**config.mk**
```make
export PLATFORM = sky130hd
export DESIGN_NAME = serial_rx
export DESIGN_NICKNAME = d
export VERILOG_FILES = /design/src/rtl/serial_rx.sv
export SDC_FILE = /design/constraint.sdc
export NUM_CORES = 1
export LEC_CHECK = 0
export ABC_CLOCK_PERIOD_IN_PS = 7300
export BUFFER_PORTS_ARGS = -buffer_cell sky130_fd_sc_hd__buf_2
export CORE_UTILIZATION = 65
export CTS_BUF_LIST = sky130_fd_sc_hd__clkbuf_2 sky130_fd_sc_hd__clkbuf_4 sky130_fd_sc_hd__clkbuf_8
export DETAILED_ROUTE_END_ITERATION = 6
export PLACE_DENSITY = 0.85
export SYNTH_ARGS = -nofsm -noshare
export SYNTH_HDL_FRONTEND = slang
export SYNTH_SLANG_ARGS = --single-unit
export TNS_END_PERCENT = 20
```
**constraint.sdc**
```tcl
create_clock -name clk -period 7.3 [get_ports clk]
set_input_delay 0.365 -clock clk [delete_from_list [all_inputs] [get_ports clk]]
set_output_delay 0.365 -clock clk [all_outputs]
set_load 0.02 [all_outputs]
```
**src/rtl/serial_rx.sv**
```systemverilog
// UART receiver with a small read FIFO and STATUS register on the CPU data bus.
// Define SERIAL_RX_PARITY_EN for 8E1 frames; the default build receives 8N1.
module serial_rx #(
  parameter int CLK_FREQ = 10000000,
  parameter int BAUD     = 115200,
  parameter int DEPTH    = 8
) (
  input  logic        clk,
  input  logic        clrn,
  input  logic        rxd,
  input  logic        sel,
  input  logic        re,
  input  logic [2:0]  addr,
  output logic [31:0] dout
);

  localparam int          CLKS_PER_BIT = CLK_FREQ / BAUD;
  localparam int          AW           = (DEPTH > 1) ? $clog2(DEPTH) : 1;
  localparam logic [15:0] BIT_LAST     = 16'(CLKS_PER_BIT - 1);
  localparam logic [15:0] HALF_LAST    = 16'(CLKS_PER_BIT / 2 - 1);
  localparam logic [4:0]  DEPTH_C      = 5'(DEPTH);

  // Returns 1 when data plus parity bit do not have an even number of ones.
  function automatic logic even_parity_bad(input logic [7:0] data, input logic par);
    return ^{data, par};
  endfunction

  typedef enum logic [2:0] {
    S_IDLE   = 3'd0,
    S_START  = 3'd1,
    S_DATA   = 3'd2,
`ifdef SERIAL_RX_PARITY_EN
    S_PARITY = 3'd3,
`endif
    S_STOP   = 3'd4,
    S_BRK    = 3'd5
  } state_t;

  logic        sync1_r, sync2_r, prev_r;
  logic        fall_s;
  state_t      state_r, state_n;
  logic [15:0] cnt_r, cnt_n;
  logic [2:0]  bit_r, bit_n;
  logic [7:0]  shift_r, shift_n;
  logic        push_s, frame_err_set_s;
  logic        parity_err_s;

  logic [7:0]    mem_r [DEPTH];
  logic [AW-1:0] wptr_r, rptr_r;
  logic [4:0]    count_r;
  logic          full_s, nonempty_s, pop_s, push_ok_s, overrun_set_s, stat_rd_s;
  logic          overrun_r, frame_err_r;
  logic [3:0]    count_field_s;
  logic          unused_s;

`ifdef SERIAL_RX_PARITY_EN
  logic pbad_r, pbad_n, parity_err_set_s, parity_err_r;
`endif

  assign unused_s = ^addr[1:0];
  assign fall_s   = prev_r & ~sync2_r;

  // Two-flop synchronizer plus one delayed copy for falling-edge detection.
  always_ff @(posedge clk or negedge clrn) begin
    if (!clrn) begin
      sync1_r <= 1'b1;
      sync2_r <= 1'b1;
      prev_r  <= 1'b1;
    end else begin
      sync1_r <= rxd;
      sync2_r <= sync1_r;
      prev_r  <= sync2_r;
    end
  end

  // Receive FSM next-state and datapath decisions.
  always_comb begin
    state_n         = state_r;
    cnt_n           = cnt_r;
    bit_n           = bit_r;
    shift_n         = shift_r;
    push_s          = 1'b0;
    frame_err_set_s = 1'b0;
`ifdef SERIAL_RX_PARITY_EN
    pbad_n           = pbad_r;
    parity_err_set_s = 1'b0;
`endif
    case (state_r)
      S_IDLE: begin
        if (fall_s) begin
          state_n = S_START;
          cnt_n   = 16'd0;
          bit_n   = 3'd0;
`ifdef SERIAL_RX_PARITY_EN
          pbad_n  = 1'b0;
`endif
        end else begin
          state_n = S_IDLE;
        end
      end
      S_START: begin
        if (cnt_r == HALF_LAST) begin
          cnt_n = 16'd0;
          if (!sync2_r) begin
            state_n = S_DATA;
          end else begin
            state_n = S_IDLE;
          end
        end else begin
          cnt_n = cnt_r + 16'd1;
        end
      end
      S_DATA: begin
        if (cnt_r == BIT_LAST) begin
          cnt_n   = 16'd0;
          shift_n = {sync2_r, shift_r[7:1]};
          if (bit_r == 3'd7) begin
`ifdef SERIAL_RX_PARITY_EN
            state_n = S_PARITY;
`else
            state_n = S_STOP;
`endif
          end else begin
            bit_n = bit_r + 3'd1;
          end
        end else begin
          cnt_n = cnt_r + 16'd1;
        end
      end
`ifdef SERIAL_RX_PARITY_EN
      S_PARITY: begin
        if (cnt_r == BIT_LAST) begin
          cnt_n            = 16'd0;
          pbad_n           = even_parity_bad(shift_r, sync2_r);
          parity_err_set_s = pbad_n;
          state_n          = S_STOP;
        end else begin
          cnt_n = cnt_r + 16'd1;
        end
      end
`endif
      S_STOP: begin
        if (cnt_r == BIT_LAST) begin
          cnt_n = 16'd0;
          if (sync2_r) begin
`ifdef SERIAL_RX_PARITY_EN
            push_s = ~pbad_r;
`else
            push_s = 1'b1;
`endif
            state_n = S_IDLE;
          end else begin
            frame_err_set_s = 1'b1;
            state_n         = S_BRK;
          end
        end else begin
          cnt_n = cnt_r + 16'd1;
        end
      end
      S_BRK: begin
        if (sync2_r) begin
          state_n = S_IDLE;
        end else begin
          state_n = S_BRK;
        end
      end
      default: begin
        state_n = S_IDLE;
      end
    endcase
  end

  // Receive FSM state and datapath registers.
  always_ff @(posedge clk or negedge clrn) begin
    if (!clrn) begin
      state_r <= S_IDLE;
      cnt_r   <= 16'd0;
      bit_r   <= 3'd0;
      shift_r <= 8'd0;
    end else begin
      state_r <= state_n;
      cnt_r   <= cnt_n;
      bit_r   <= bit_n;
      shift_r <= shift_n;
    end
  end

  assign full_s        = (count_r == DEPTH_C);
  assign nonempty_s    = (count_r != 5'd0);
  assign pop_s         = sel & re & ~addr[2] & nonempty_s;
  assign stat_rd_s     = sel & re & addr[2];
  // A simultaneous pop frees the slot, so a full FIFO still accepts the byte.
  assign push_ok_s     = push_s & (~full_s | pop_s);
  assign overrun_set_s = push_s & full_s & ~pop_s;
  assign count_field_s = (count_r > 5'd15) ? 4'd15 : count_r[3:0];

  // FIFO storage, pointers and occupancy.
  always_ff @(posedge clk or negedge clrn) begin
    if (!clrn) begin
      for (int i = 0; i < DEPTH; i++) begin
        mem_r[i] <= 8'd0;
      end
      wptr_r  <= '0;
      rptr_r  <= '0;
      count_r <= 5'd0;
    end else begin
      if (push_ok_s) begin
        mem_r[wptr_r] <= shift_r;
        wptr_r        <= wptr_r + 1'b1;
      end
      if (pop_s) begin
        rptr_r <= rptr_r + 1'b1;
      end
      case ({push_ok_s, pop_s})
        2'b10:   count_r <= count_r + 5'd1;
        2'b01:   count_r <= count_r - 5'd1;
        default: count_r <= count_r;
      endcase
    end
  end

  // Sticky error flags: a set event wins over a same-cycle STATUS read clear.
  always_ff @(posedge clk or negedge clrn) begin
    if (!clrn) begin
      overrun_r   <= 1'b0;
      frame_err_r <= 1'b0;
    end else begin
      overrun_r   <= overrun_set_s   | (overrun_r   & ~stat_rd_s);
      frame_err_r <= frame_err_set_s | (frame_err_r & ~stat_rd_s);
    end
  end

`ifdef SERIAL_RX_PARITY_EN
  // Parity flag and the per-frame discard marker.
  always_ff @(posedge clk or negedge clrn) begin
    if (!clrn) begin
      pbad_r       <= 1'b0;
      parity_err_r <= 1'b0;
    end else begin
      pbad_r       <= pbad_n;
      parity_err_r <= parity_err_set_s | (parity_err_r & ~stat_rd_s);
    end
  end
  assign parity_err_s = parity_err_r;
`else
  assign parity_err_s = 1'b0;
`endif

  // Register read mux.
  always_comb begin
    dout = 32'd0;
    case (addr[2])
      1'b0: begin
        if (nonempty_s) begin
          dout = {23'd0, 1'b1, mem_r[rptr_r]};
        end else begin
          dout = 32'd0;
        end
      end
      1'b1: dout = {20'd0, count_field_s, 3'd0, parity_err_s, frame_err_r,
                    overrun_r, full_s, nonempty_s};
      default: dout = 32'd0;
    endcase
  end

endmodule

```
Word level (Yosys, flattened, before mapping)
Cells that the tools add are included.
{"block": "op_classes", "add_sub_neg": 6, "order_cmp": 4, "eq_ne": 16, "muxes": 32, "bitwise": 20, "n_reduce_logical": 11}
{"cell": "$bwmux W64", "count": 1}
{"cell": "$pmux W32 S2", "count": 1}
{"cell": "$mux W16", "count": 3}
{"cell": "$pmux W16 S3", "count": 1}
{"cell": "$bmux W8 S3", "count": 1}
{"cell": "$demux W8 S3", "count": 1}
{"cell": "$mux W3", "count": 8}
{"cell": "$mux W8", "count": 3}
{"cell": "$add A16 B1 Y16 const B", "count": 1}
{"cell": "$eq A16 B6 Y1 const B", "count": 1}
{"cell": "$eq A16 B7 Y1 const B", "count": 1}
{"cell": "$pmux W3 S5", "count": 1}
{"cell": "$ne A2 B2 Y1 const B", "count": 6}
{"cell": "$and A1 B1 Y1", "count": 10}
{"cell": "$pmux W5 S2", "count": 1}
{"cell": "$add A3 B1 Y3 const B", "count": 3}
{"cell": "$eq A3 B3 Y1 const B", "count": 3}
{"cell": "$mux W9", "count": 1}
{"cell": "$ge A4 B4 Y1 const B", "count": 2}
{"cell": "$not A3 Y4", "count": 2}
{"cell": "$reduce_and A4 Y1", "count": 2}
{"cell": "$mux W1", "count": 7}
{"cell": "$pmux W3 S2", "count": 1}
{"cell": "$add A5 B1 Y5 const B", "count": 1}
{"cell": "19 further kinds", "count": 27}
{"block": "word_totals", "reg_bits": 110}

Logic depth before layout (Yosys ltp)
Gate-level depths: netlist of run 1.
{"block": "logic_depth", "depth_word": 7, "mapped_depth": 15, "mapped_depth_nobuf": 14}

Least setup slack after synthesis of run 1
OpenSTA, ideal clock, no wires.
{"block": "synth_path", "path_kind": "register -> register", "startpoint": "register count_r[2]", "endpoint": "register count_r[4]", "setup_ns": 0.079, "t_arrival_ns": 2.775, "slack_ns": 4.445, "stages_incl_launch_ff": 14, "period_less_slack_ns": 2.855, "cell_sequence": "dfrtp_1 -> buf_2 -> or4_1 -> o21bai_2 -> nor2_1 -> ha_1 -> clkbuf_1 -> xor2_1 -> ha_1 -> inv_1 -> o21ai_0 -> a21o_1 -> a21oi_1 -> xor2_1"}
{"block": "synth_via", "elab_chain_cells": 6, "elab_cells_between_ends": 12, "classes_between": "2 x add/sub; 3 x eq/ne; 1 x mux; 4 x bitwise; 2 x reduce/logical"}
{"item": "from (decl)", "line": "50", "text": "logic [4:0] count_r;"}
{"item": "from (signal assigned)", "line": "215", "text": "2'b10: count_r <= count_r + 5'd1;"}
{"item": "from (signal assigned)", "line": "216", "text": "2'b01: count_r <= count_r - 5'd1;"}
{"item": "from (signal assigned)", "line": "217", "text": "default: count_r <= count_r;"}
{"item": "$reduce_bool A5 Y1 (*)", "line": "189", "text": "assign nonempty_s = (count_r != 5'd0);"}
{"item": "$and A1 B1 Y1 (*)", "line": "190", "text": "assign pop_s = sel & re & ~addr[2] & nonempty_s;"}
{"item": "net pop_s", "line": "51", "text": "logic full_s, nonempty_s, pop_s, push_ok_s, overrun_set_s, stat_rd_s;"}
{"item": "$or A1 B1 Y1", "line": "193", "text": "assign push_ok_s = push_s & (~full_s | pop_s);"}
{"item": "$and A1 B1 Y1", "line": "193"}
{"item": "$eq A2 B1 Y1 / $eq A2 B2 Y1 (equally long branches)", "line": "214", "text": "case ({push_ok_s, pop_s})"}
{"item": "$pmux W5 S2 / $reduce_bool A2 Y1 (equally long branches)"}
The timed path passes the listed nets; every way through them passes the cells marked *.
A chain may end at the register's enable or synchronous reset.

Worst setup path in the final report of run 1
Ends and elaborated chain as after synthesis.

==> summary.txt, run 1 <==
Cells and area
  • Count of antenna diodes in the layout: 0
  • Total number of nets in the final design: between 400 and 500
  • Layout cells sized above 1: 0.310
  • Area growth from synthesis to final layout: 3.48%
  • Non-Filler Instances: a little under 600

Detailed routing
  • DRT Pass-1 Iters: 4
  • Drt initial violations: between 150 and 200
  • Via count: between 3000 and 4000
  • Final antenna-violating net count: 0
  • Average vias per placed instance: approximately 6.3
  • Average wire length per cell after detail routing: ~19 microns
  • Wire length after detailed routing: 11100 microns
  • Count of unresolved DRC violations after routing: 0

Floorplan
  • Initial Utilization: 0.686
  • Vertical die dimension: between 90 and 100 microns
  • Chip Width: just under 100 microns
  • Std-Cell Core Area: 8380 sq um
  • Area enclosed by the die boundary: roughly 9200 sq um
  • # IOs: 40
  • Row count: 33

CTS
  • CTS Buffer Depth: 2
  • Clock network latency to the later pin of the worst-skew pair: roughly 0.4 ns
  • Clk Tree Root Cell: sky130_fd_sc_hd__clkbuf_8
  • Clk pin slew, worst setup/hold paths: 0.10 ns
  • Total clock buffers created by CTS: 9
  • Setup Buffers After CTS: 0
  • Post-CTS sizing: 0
  • CTS tree: done
  • TritonCTS sink count: 110
  • H-tree Lvls: 3

Yosys
  • Synth top area share: 0.465
  • Post-synth EDFFs: 0
  • Register area share after synthesis: 0.479
  • Post-synthesis average cell area: 12.1 sq um
  • Synthesized area: approximately 5800 sq um
  • Yosys synthesis warning count: 0
  • Library cells used by synthesis: slightly above 60
  • Mapped Cells: 475
  • Commonest cells in the netlist: sky130_fd_sc_hd__dfrtp_1 (107), sky130_fd_sc_hd__mux2_2 (75), sky130_fd_sc_hd__nand2_1 (27)
  • Cell types with the largest area share after synthesis: sky130_fd_sc_hd__dfrtp_1 (47%), sky130_fd_sc_hd__mux2_2 (15%), sky130_fd_sc_hd__mux4_2 (6.3%), sky130_fd_sc_hd__buf_4 (2.7%), sky130_fd_sc_hd__ha_1 (2.2%)
  • Most frequent cell after synthesis: sky130_fd_sc_hd__dfrtp_1
  • Largest area contributor in the synthesized netlist: sky130_fd_sc_hd__dfrtp_1
  • Fraction of registers with async set or reset after synthesis: 1.00
  • Number of synthesized register bits: between 100 and 150
  • Primary FF master, synth: sky130_fd_sc_hd__dfrtp_1

Critical path
  • Kind of launch point of the worst setup path: flop
  • Worst path required time: between 7 and 8 ns
  • Arrival time of the worst setup path: between 3 and 4 ns
  • Worst-path maximum fanout: 9
  • Endpoint kind of the worst setup timing path: flop
  • Classification of the worst setup path: flop to flop

GRT
  • Global-route wire length before repair: 17800 microns
  • Number of antenna violations at the first check in global routing: 0
  • Pin count of the biggest net entering global routing: 74
  • Sum of overflow across all layers after global routing: 0
  • Global routing usage summed across all routing layers: 0.264
  • Number of global-route vias before repair: about 3500

Timing
  • Post-layout min period: 3.32 ns
  • Final Cycle Share: 0.454
  • Final max-slew violation count: 0
  • Fin. Hold Viols: 0
  • Setup_tns: 0 ns
  • Timing-limited maximum frequency: 0.302 GHz
  • Largest clock skew in the final design: between 0.015 and 0.02 ns
  • Least-Margin Pin Slew: roughly 1.2 ns
  • Slew headroom: 0.209
  • Unrepaired setup endpoints after global routing: false
  • Final setup violation count: 0

Status
  • Status: finished clean

Power and ir drop
  • Leakage power figure: around 0.0028 uW
  • Areal power density over the cells: between 150 and 200 nW/um^2
  • Highest ir drop seen on vdd: approximately 0.12 mV

Min path
  • Classification of the worst-slack hold path: input port to flop

Place
  • Dpl hpwl: 7520 microns
  • Count of input and output buffers: 17
  • Global placement routability congestion: slightly below 0.9
  • Count of placed standard cells including taps: about 570

Run
  • Number of max-cap violations: 0
report_power, final:
part	switching (uW)	internal [uW]	total, uW
combinational	61.7	32.5	94.2
sequential	25.0	624	649
clock	213	137	349
worst max-delay path, cell delays in order, from the launching register on:
cell	delay (ns)
sky130_fd_sc_hd__dfrtp_1	0.48
sky130_fd_sc_hd__or4_1	0.62
sky130_fd_sc_hd__o21bai_2	0.40
sky130_fd_sc_hd__nor2_1	0.21
sky130_fd_sc_hd__ha_1	0.37
sky130_fd_sc_hd__xor2_1	0.19
sky130_fd_sc_hd__ha_1	0.23
sky130_fd_sc_hd__inv_1	0.10
sky130_fd_sc_hd__o21ai_0	0.08
sky130_fd_sc_hd__a21o_1	0.20
sky130_fd_sc_hd__a21oi_1	0.19
sky130_fd_sc_hd__xor2_1	0.18
cells by family after synthesis:
group           synth area share
fa+ha+maj                 0.0217
xor+xnor                  0.0167
simple gates               0.124
other cells             0.000652
compound gates            0.0753
buf+inv                   0.0589
flops                      0.479
mux                        0.223
timing repair:
action,CTS,global route
hold endpoints to repair,34,0
endpoints found under the setup margin,0,0
hold buffers,1,0
stage by stage:
step           worst slack [ns]  utilization  hold slack [ns]  cell area, sq um  total power, uW
2_1_floorplan              4.45            -           0.0694              5820              729
3_3_place_gp               4.18        0.687            0.346              5760              747
3_5_place_dp               4.02        0.687            0.354              5760              754
4_1_cts                    4.00        0.710           0.0486              5950             1100
5_1_grt                    3.81        0.710           0.0479              5950             1140
6_report                   3.98        0.710           0.0628              5950             1090
final timing paths:
path / start / to / slack, ns / depth (start not counted)
min in group asynchronous: clrn / mem_r[63] / 0.48 / 2
setup reg to reg: count_r[2] / count_r[4] / 3.98 / 11
max in group asynchronous: clrn / mem_r[48] / 5.55 / 3
hold reg to reg: sync1_r / sync2_r / 0.37 / 0
setup / recovery: count_r[2] / count_r[4] / 3.98 / 11
hold / removal: rxd / sync1_r / 0.06 / 1
layer usage:
layer  up-vias  track usage  wire length, microns
met1      1864        0.348                  4940
li1       1684            -                     -
met5         -            0                     0
met2        99        0.422                  5480
met4         0       0.0933                   202
met3        21       0.0750                   484
registers in the layout, summed over array words and instances, names as in the netlist:
| signal | cells |
|---|---|
| shift_r | 8 |
| sync1_r | 1 |
| rptr_r | 3 |
| bit_r | 3 |
| state_r | 3 |
| wptr_r | 3 |
| prev_r | 1 |
| overrun_r | 1 |
| count_r | 5 |
| mem_r | 64 |
| cnt_r | 16 |
| sync2_r | 1 |
| frame_err_r | 1 |
layout make-up:
cell class,instances,area (sq um)
Fill cell,554,2430
Inverter,7,26.3
Clock buffer,11,139
Timing Repair Buffer,22,128
Clock inverter,5,43.8
Multi-Input combinational cell,325,2730
Sequential cell,110,2760
Tap cell,105,131
cells in the final DEF, fill, tap and decap left out, types with 3 or more instances in the layout:
cell / synthesis / final
sky130_fd_sc_hd__nand2b_1: 3 / 3
sky130_fd_sc_hd__inv_1: 7 / 7
sky130_fd_sc_hd__o22ai_1: 5 / 5
sky130_fd_sc_hd__nor3_1: 12 / 12
sky130_fd_sc_hd__o21ai_0: 24 / 24
sky130_fd_sc_hd__nand2_1: 27 / 27
sky130_fd_sc_hd__mux2_2: 75 / 75
sky130_fd_sc_hd__a21o_1: 3 / 3
sky130_fd_sc_hd__dfrtp_1: 107 / 107
sky130_fd_sc_hd__xor2_1: 7 / 7
sky130_fd_sc_hd__o31ai_1: 5 / 5
sky130_fd_sc_hd__clkbuf_8: 0 / 9
sky130_fd_sc_hd__a21oi_1: 7 / 7
sky130_fd_sc_hd__a31oi_1: 3 / 3
sky130_fd_sc_hd__mux4_2: 16 / 16
sky130_fd_sc_hd__dfstp_2: 3 / 3
sky130_fd_sc_hd__nor2_1: 23 / 23
sky130_fd_sc_hd__o21a_1: 3 / 3
sky130_fd_sc_hd__or2_2: 3 / 3
sky130_fd_sc_hd__buf_4: 21 / 5
sky130_fd_sc_hd__ha_1: 10 / 10
sky130_fd_sc_hd__conb_1: 1 / 20
sky130_fd_sc_hd__nand3_1: 11 / 11
sky130_fd_sc_hd__a211oi_1: 4 / 4
sky130_fd_sc_hd__mux2i_1: 8 / 8
sky130_fd_sc_hd__and3_1: 4 / 4
sky130_fd_sc_hd__buf_2: 7 / 16
sky130_fd_sc_hd__xnor2_1: 4 / 4
sky130_fd_sc_hd__or3_1: 5 / 5
sky130_fd_sc_hd__nor2b_1: 4 / 4
Power figures use the tool's default switching activity.
==> run 2, diff against run 1 <==
ABC_AREA = 1   (was unset)
ABC_CLOCK_PERIOD_IN_PS = 3400   (was 7300)
CORE_UTILIZATION = 63   (was 65)
PLACE_DENSITY = 0.82   (was 0.85)
clock period = 3.4 ns   (was 7.3 ns; I/O delays follow)
==> run 2 against run 1 <==
Against the previous run: wire length increased by 30%; cell area rose by 8.6%; sequential power grew 140%; worst setup slack worse by 3.2 ns; first-iteration DRC count increased by 140%; global-route usage up 3.5 points; non-clock buffer count is 6 higher; flip-flop and latch count did not move; combinational power grew to 14 times the previous value; largest power group unchanged.
==> summary.txt, run 2 <==
Yosys
  • Library cells used by synthesis: 37 (-40%)
  • Largest area contributor in the synthesized netlist: sky130_fd_sc_hd__dfrtp_1
  • Number of synthesized register bits: 110 (unchanged)
  • Synthesized area: 6250 sq um (+8.7%)
  • Commonest cells in the netlist: sky130_fd_sc_hd__nand2_1 (258), sky130_fd_sc_hd__dfrtp_1 (107), sky130_fd_sc_hd__nand4_1 (74)
  • Synth top area share: 0.428 (-0.0371)
  • Most frequent cell after synthesis: sky130_fd_sc_hd__nand2_1
  • Post-synthesis average cell area: 7.85 sq um (-35%)
  • Cell types with the largest area share after synthesis: sky130_fd_sc_hd__dfrtp_1 (43%), sky130_fd_sc_hd__nand2_1 (15%), sky130_fd_sc_hd__nand4_1 (7.4%), sky130_fd_sc_hd__o21ai_0 (4.5%), sky130_fd_sc_hd__nor2_1 (4.1%)
  • Primary FF master, synth: sky130_fd_sc_hd__dfrtp_1
  • Yosys synthesis warning count: 0 (unchanged)
  • Register area share after synthesis: 0.441 (-0.0382)
  • Fraction of registers with async set or reset after synthesis: 1.00 (unchanged)
  • Post-synth EDFFs: 0 (unchanged)
  • Mapped Cells: 796 (+68%)

Floorplan
  • # IOs: 40 (unchanged)
  • Vertical die dimension: 102 microns (+5.8%)
  • Initial Utilization: 0.664 (-0.0225)
  • Area enclosed by the die boundary: 10300 sq um (+12%)
  • Chip Width: 102 microns (+5.8%)
  • Std-Cell Core Area: 9420 sq um (+12%)
  • Row count: 35 (+6.1%)

Cells and area
  • Area growth from synthesis to final layout: 3.40% (about the same)
  • Total number of nets in the final design: 810 (+64%)
  • Post-route core utilization: 0.687 (-0.0237)
  • Leading registers by flop count: mem_r x64, cnt_r x16, shift_r x8
  • Count of antenna diodes in the layout: 0 (unchanged)
  • Flip-flop count of the largest register, all copies and words added: 64 (unchanged)
  • Commonest non-fill, non-tap cells in the layout: sky130_fd_sc_hd__nand2_1 (258), sky130_fd_sc_hd__dfrtp_1 (107), sky130_fd_sc_hd__nand4_1 (74)
  • Most frequent standard cell in the layout excluding fill and tap cells: sky130_fd_sc_hd__nand2_1
  • Layout cells sized above 1: 0.0979 (-0.213)
  • Top reg by flops: mem_r

GRT
  • Pin count of the biggest net entering global routing: 75 (+1.4%)
  • Global routing usage summed across all routing layers: 0.299 (+0.0346)
  • Global-route wire length before repair: 23900 microns (+34%)
  • Number of global-route vias before repair: 4933 (+41%)
  • Number of antenna violations at the first check in global routing: 0 (unchanged)
  • Sum of overflow across all layers after global routing: 0 (unchanged)

Timing
  • Final Cycle Share: 0.774
  • Final max-slew violation count: 0 (unchanged)
  • Fin. Hold Viols: 0 (unchanged)
  • Least-Margin Pin Slew: 1.09 ns (-0.0875 ns)
  • Unrepaired setup endpoints after global routing: false
  • Final setup violation count: 0 (unchanged)
  • Slew headroom: 0.273 (+0.0636)
  • Setup_tns: 0 ns (unchanged)
  • Largest clock skew in the final design: 0.0176 ns (+0.0000411 ns)
  • Timing-limited maximum frequency: approximately 0.38 GHz
  • Post-layout min period: 2.63 ns

Detailed routing
  • Average vias per placed instance: 5.89 (-6.0%)
  • Average wire length per cell after detail routing: 15.6 microns (-18%)
  • Via count: 5456 (+49%)
  • DRT Pass-1 Iters: 5 (+1)
  • Drt initial violations: 439 (+140%)
  • Count of unresolved DRC violations after routing: 0 (unchanged)
  • Wire length after detailed routing: 14400 microns (+30%)
  • Final antenna-violating net count: 0 (unchanged)

Critical path
  • Endpoint kind of the worst setup timing path: output port
  • Kind of launch point of the worst setup path: flop
  • Arrival time of the worst setup path: 2.46 ns (-1.16 ns)
  • CP max stage delay: 0.79 ns (+0.17 ns)
  • Worst path top cell family by delay: buffers and inverters
  • Ordered cell list for the critical path: inv_1 -> o21ai_0 -> o22ai_1 -> nor2_1 -> nor2_1 -> buf_2
  • Crit path buf inv count: 2 (+1)
  • Cell repeated most along the worst path: sky130_fd_sc_hd__nor2_1
  • Slowest-stage cell, CP: sky130_fd_sc_hd__inv_1
  • Classification of the worst setup path: flop to output port
  • Worst-path maximum fanout: 33 (+24)
  • Worst path required time: 3.23 ns (-4.37 ns)

Place
  • Dpl hpwl: 9620 microns (+28%)
  • Global placement routability congestion: 0.843 (-3.9%)
  • Count of input and output buffers: 17 (unchanged)

CTS
  • Clk pin slew, worst setup/hold paths: 0.09 ns (about the same)
  • Total clock buffers created by CTS: 9 (unchanged)
  • Post-CTS sizing: 0 (unchanged)
  • Setup Buffers After CTS: 0 (unchanged)
  • CTS Buffer Depth: 2 (unchanged)
  • Clock network latency to the later pin of the worst-skew pair: 0.38 ns (about the same)
  • CTS tree: done
  • TritonCTS sink count: 110 (unchanged)
  • H-tree Lvls: 3 (unchanged)
  • Clk Tree Root Cell: sky130_fd_sc_hd__clkbuf_8

Power and ir drop
  • Areal power density over the cells: 567 nW/um^2 (+210%)
  • Power after layout: 3660 uW (+240%)
  • Highest ir drop seen on vdd: 0.356 mV (+210%)
  • Leakage power figure: 0.00327 uW (+18%)

Status
  • Status: finished clean

Min path
  • Classification of the worst-slack hold path: input port to flop

Run
  • Number of max-cap violations: 0 (unchanged)
## run 2: changes by cell type after synthesis, moves of 16 or more
cell / before / now
sky130_fd_sc_hd__nand3_1: 11 / 35
sky130_fd_sc_hd__nand4_1: 2 / 74
sky130_fd_sc_hd__mux2_2: 75 / 0
sky130_fd_sc_hd__mux4_2: 16 / 0
sky130_fd_sc_hd__o21ai_0: 24 / 56
sky130_fd_sc_hd__nor2_1: 23 / 68
sky130_fd_sc_hd__nand2_1: 27 / 258
sky130_fd_sc_hd__inv_1: 7 / 41
## run 2: timing repair
action / 4_1_cts / 5_1_grt
endpoints found under the hold margin: 72 / 0
setup endpoints to repair: 0 / 0
hold buffers: 2 / 0
## run 2: area by class of cell
| class | count | area, sq um |
|---|---|---|
| Multi-Input combinational cell | 595 | 3010 |
| Fill cell | 789 | 2950 |
| Sequential cell | 110 | 2760 |
| Inverter | 48 | 180 |
| Timing Repair Buffer | 28 | 175 |
| Tap cell | 129 | 161 |
| Clock buffer | 11 | 145 |
| Clock inverter | 5 | 38.8 |
## run 2: power breakdown
group	leakage [uW]	internal, uW	total (uW)	switching [uW]
Sequential	0.00149	1400	1560	160
Clock	0.0000942	302	757	454
Combinational	0.00169	410	1350	941
Total	0.00327	2110	3660	1560
## run 2: worst paths after layout
check | from | endpoint | slack (ns) | depth (start not counted)
worst max-delay path | rptr_r[0] | dout[5] | 0.77 | 6
min in group asynchronous | clrn | mem_r[13] | 0.47 | 2
worst min-delay path | sel | overrun_r | 0.16 | 4
max in group asynchronous | clrn | sync2_r | 2.01 | 3
worst max register to register | cnt_r[0] | count_r[4] | 0.83 | 17
worst min register to register | sync1_r | sync2_r | 0.36 | 0
## run 2: kinds of logic (layout without fill, tap and decap cells)
group / Yosys count / after routing / share of synthesized area
AO/OA/AOI/OAI: 90 / 90 / 0.0821
XOR/XNOR: 7 / 7 / 0.00981
adder cells (fa/ha/maj): 10 / 10 / 0.0200
buffers and inverters: 110 / 92 / 0.0895
flip-flops: 110 / 110 / 0.441
other: 1 / 20 / 0.000600
AND/OR/NAND/NOR: 468 / 468 / 0.357
## run 2: worst register-to-register path: cells and delay by family, from the launching register on
family / cells / cell delay [ns]
compound gates: 2 / 0.19
fa+ha+maj: 3 / 0.64
buf+inv: 2 / 0.11
flops: 1 / 0.49
simple gates: 10 / 1.03
## run 2: metal layers
metal	GRT usage	up-vias	share of wire	wire [microns]
met1	0.431	2608	0.44	6360
met4	0.0691	0	0.0092	133
met2	0.476	218	0.47	6770
met5	0	-	0	0
met3	0.0497	13	0.082	1180
li1	-	2617	-	-
## run 2: stage by stage
| stage | setup slack [ns] | area, sq um | hold WS, ns | cells |
|---|---|---|---|---|
| final | 0.769 | 6460 | 0.161 | 926 |
| after global routing | 0.614 | 6460 | 0.179 | 926 |
| after CTS | 0.816 | 6460 | 0.153 | 926 |
| after detailed placement | 0.898 | 6260 | 0.276 | 908 |
| after global placement | 0.956 | 6260 | 0.277 | 908 |
| after floorplan | 0.832 | 6320 | -0.126 | 815 |
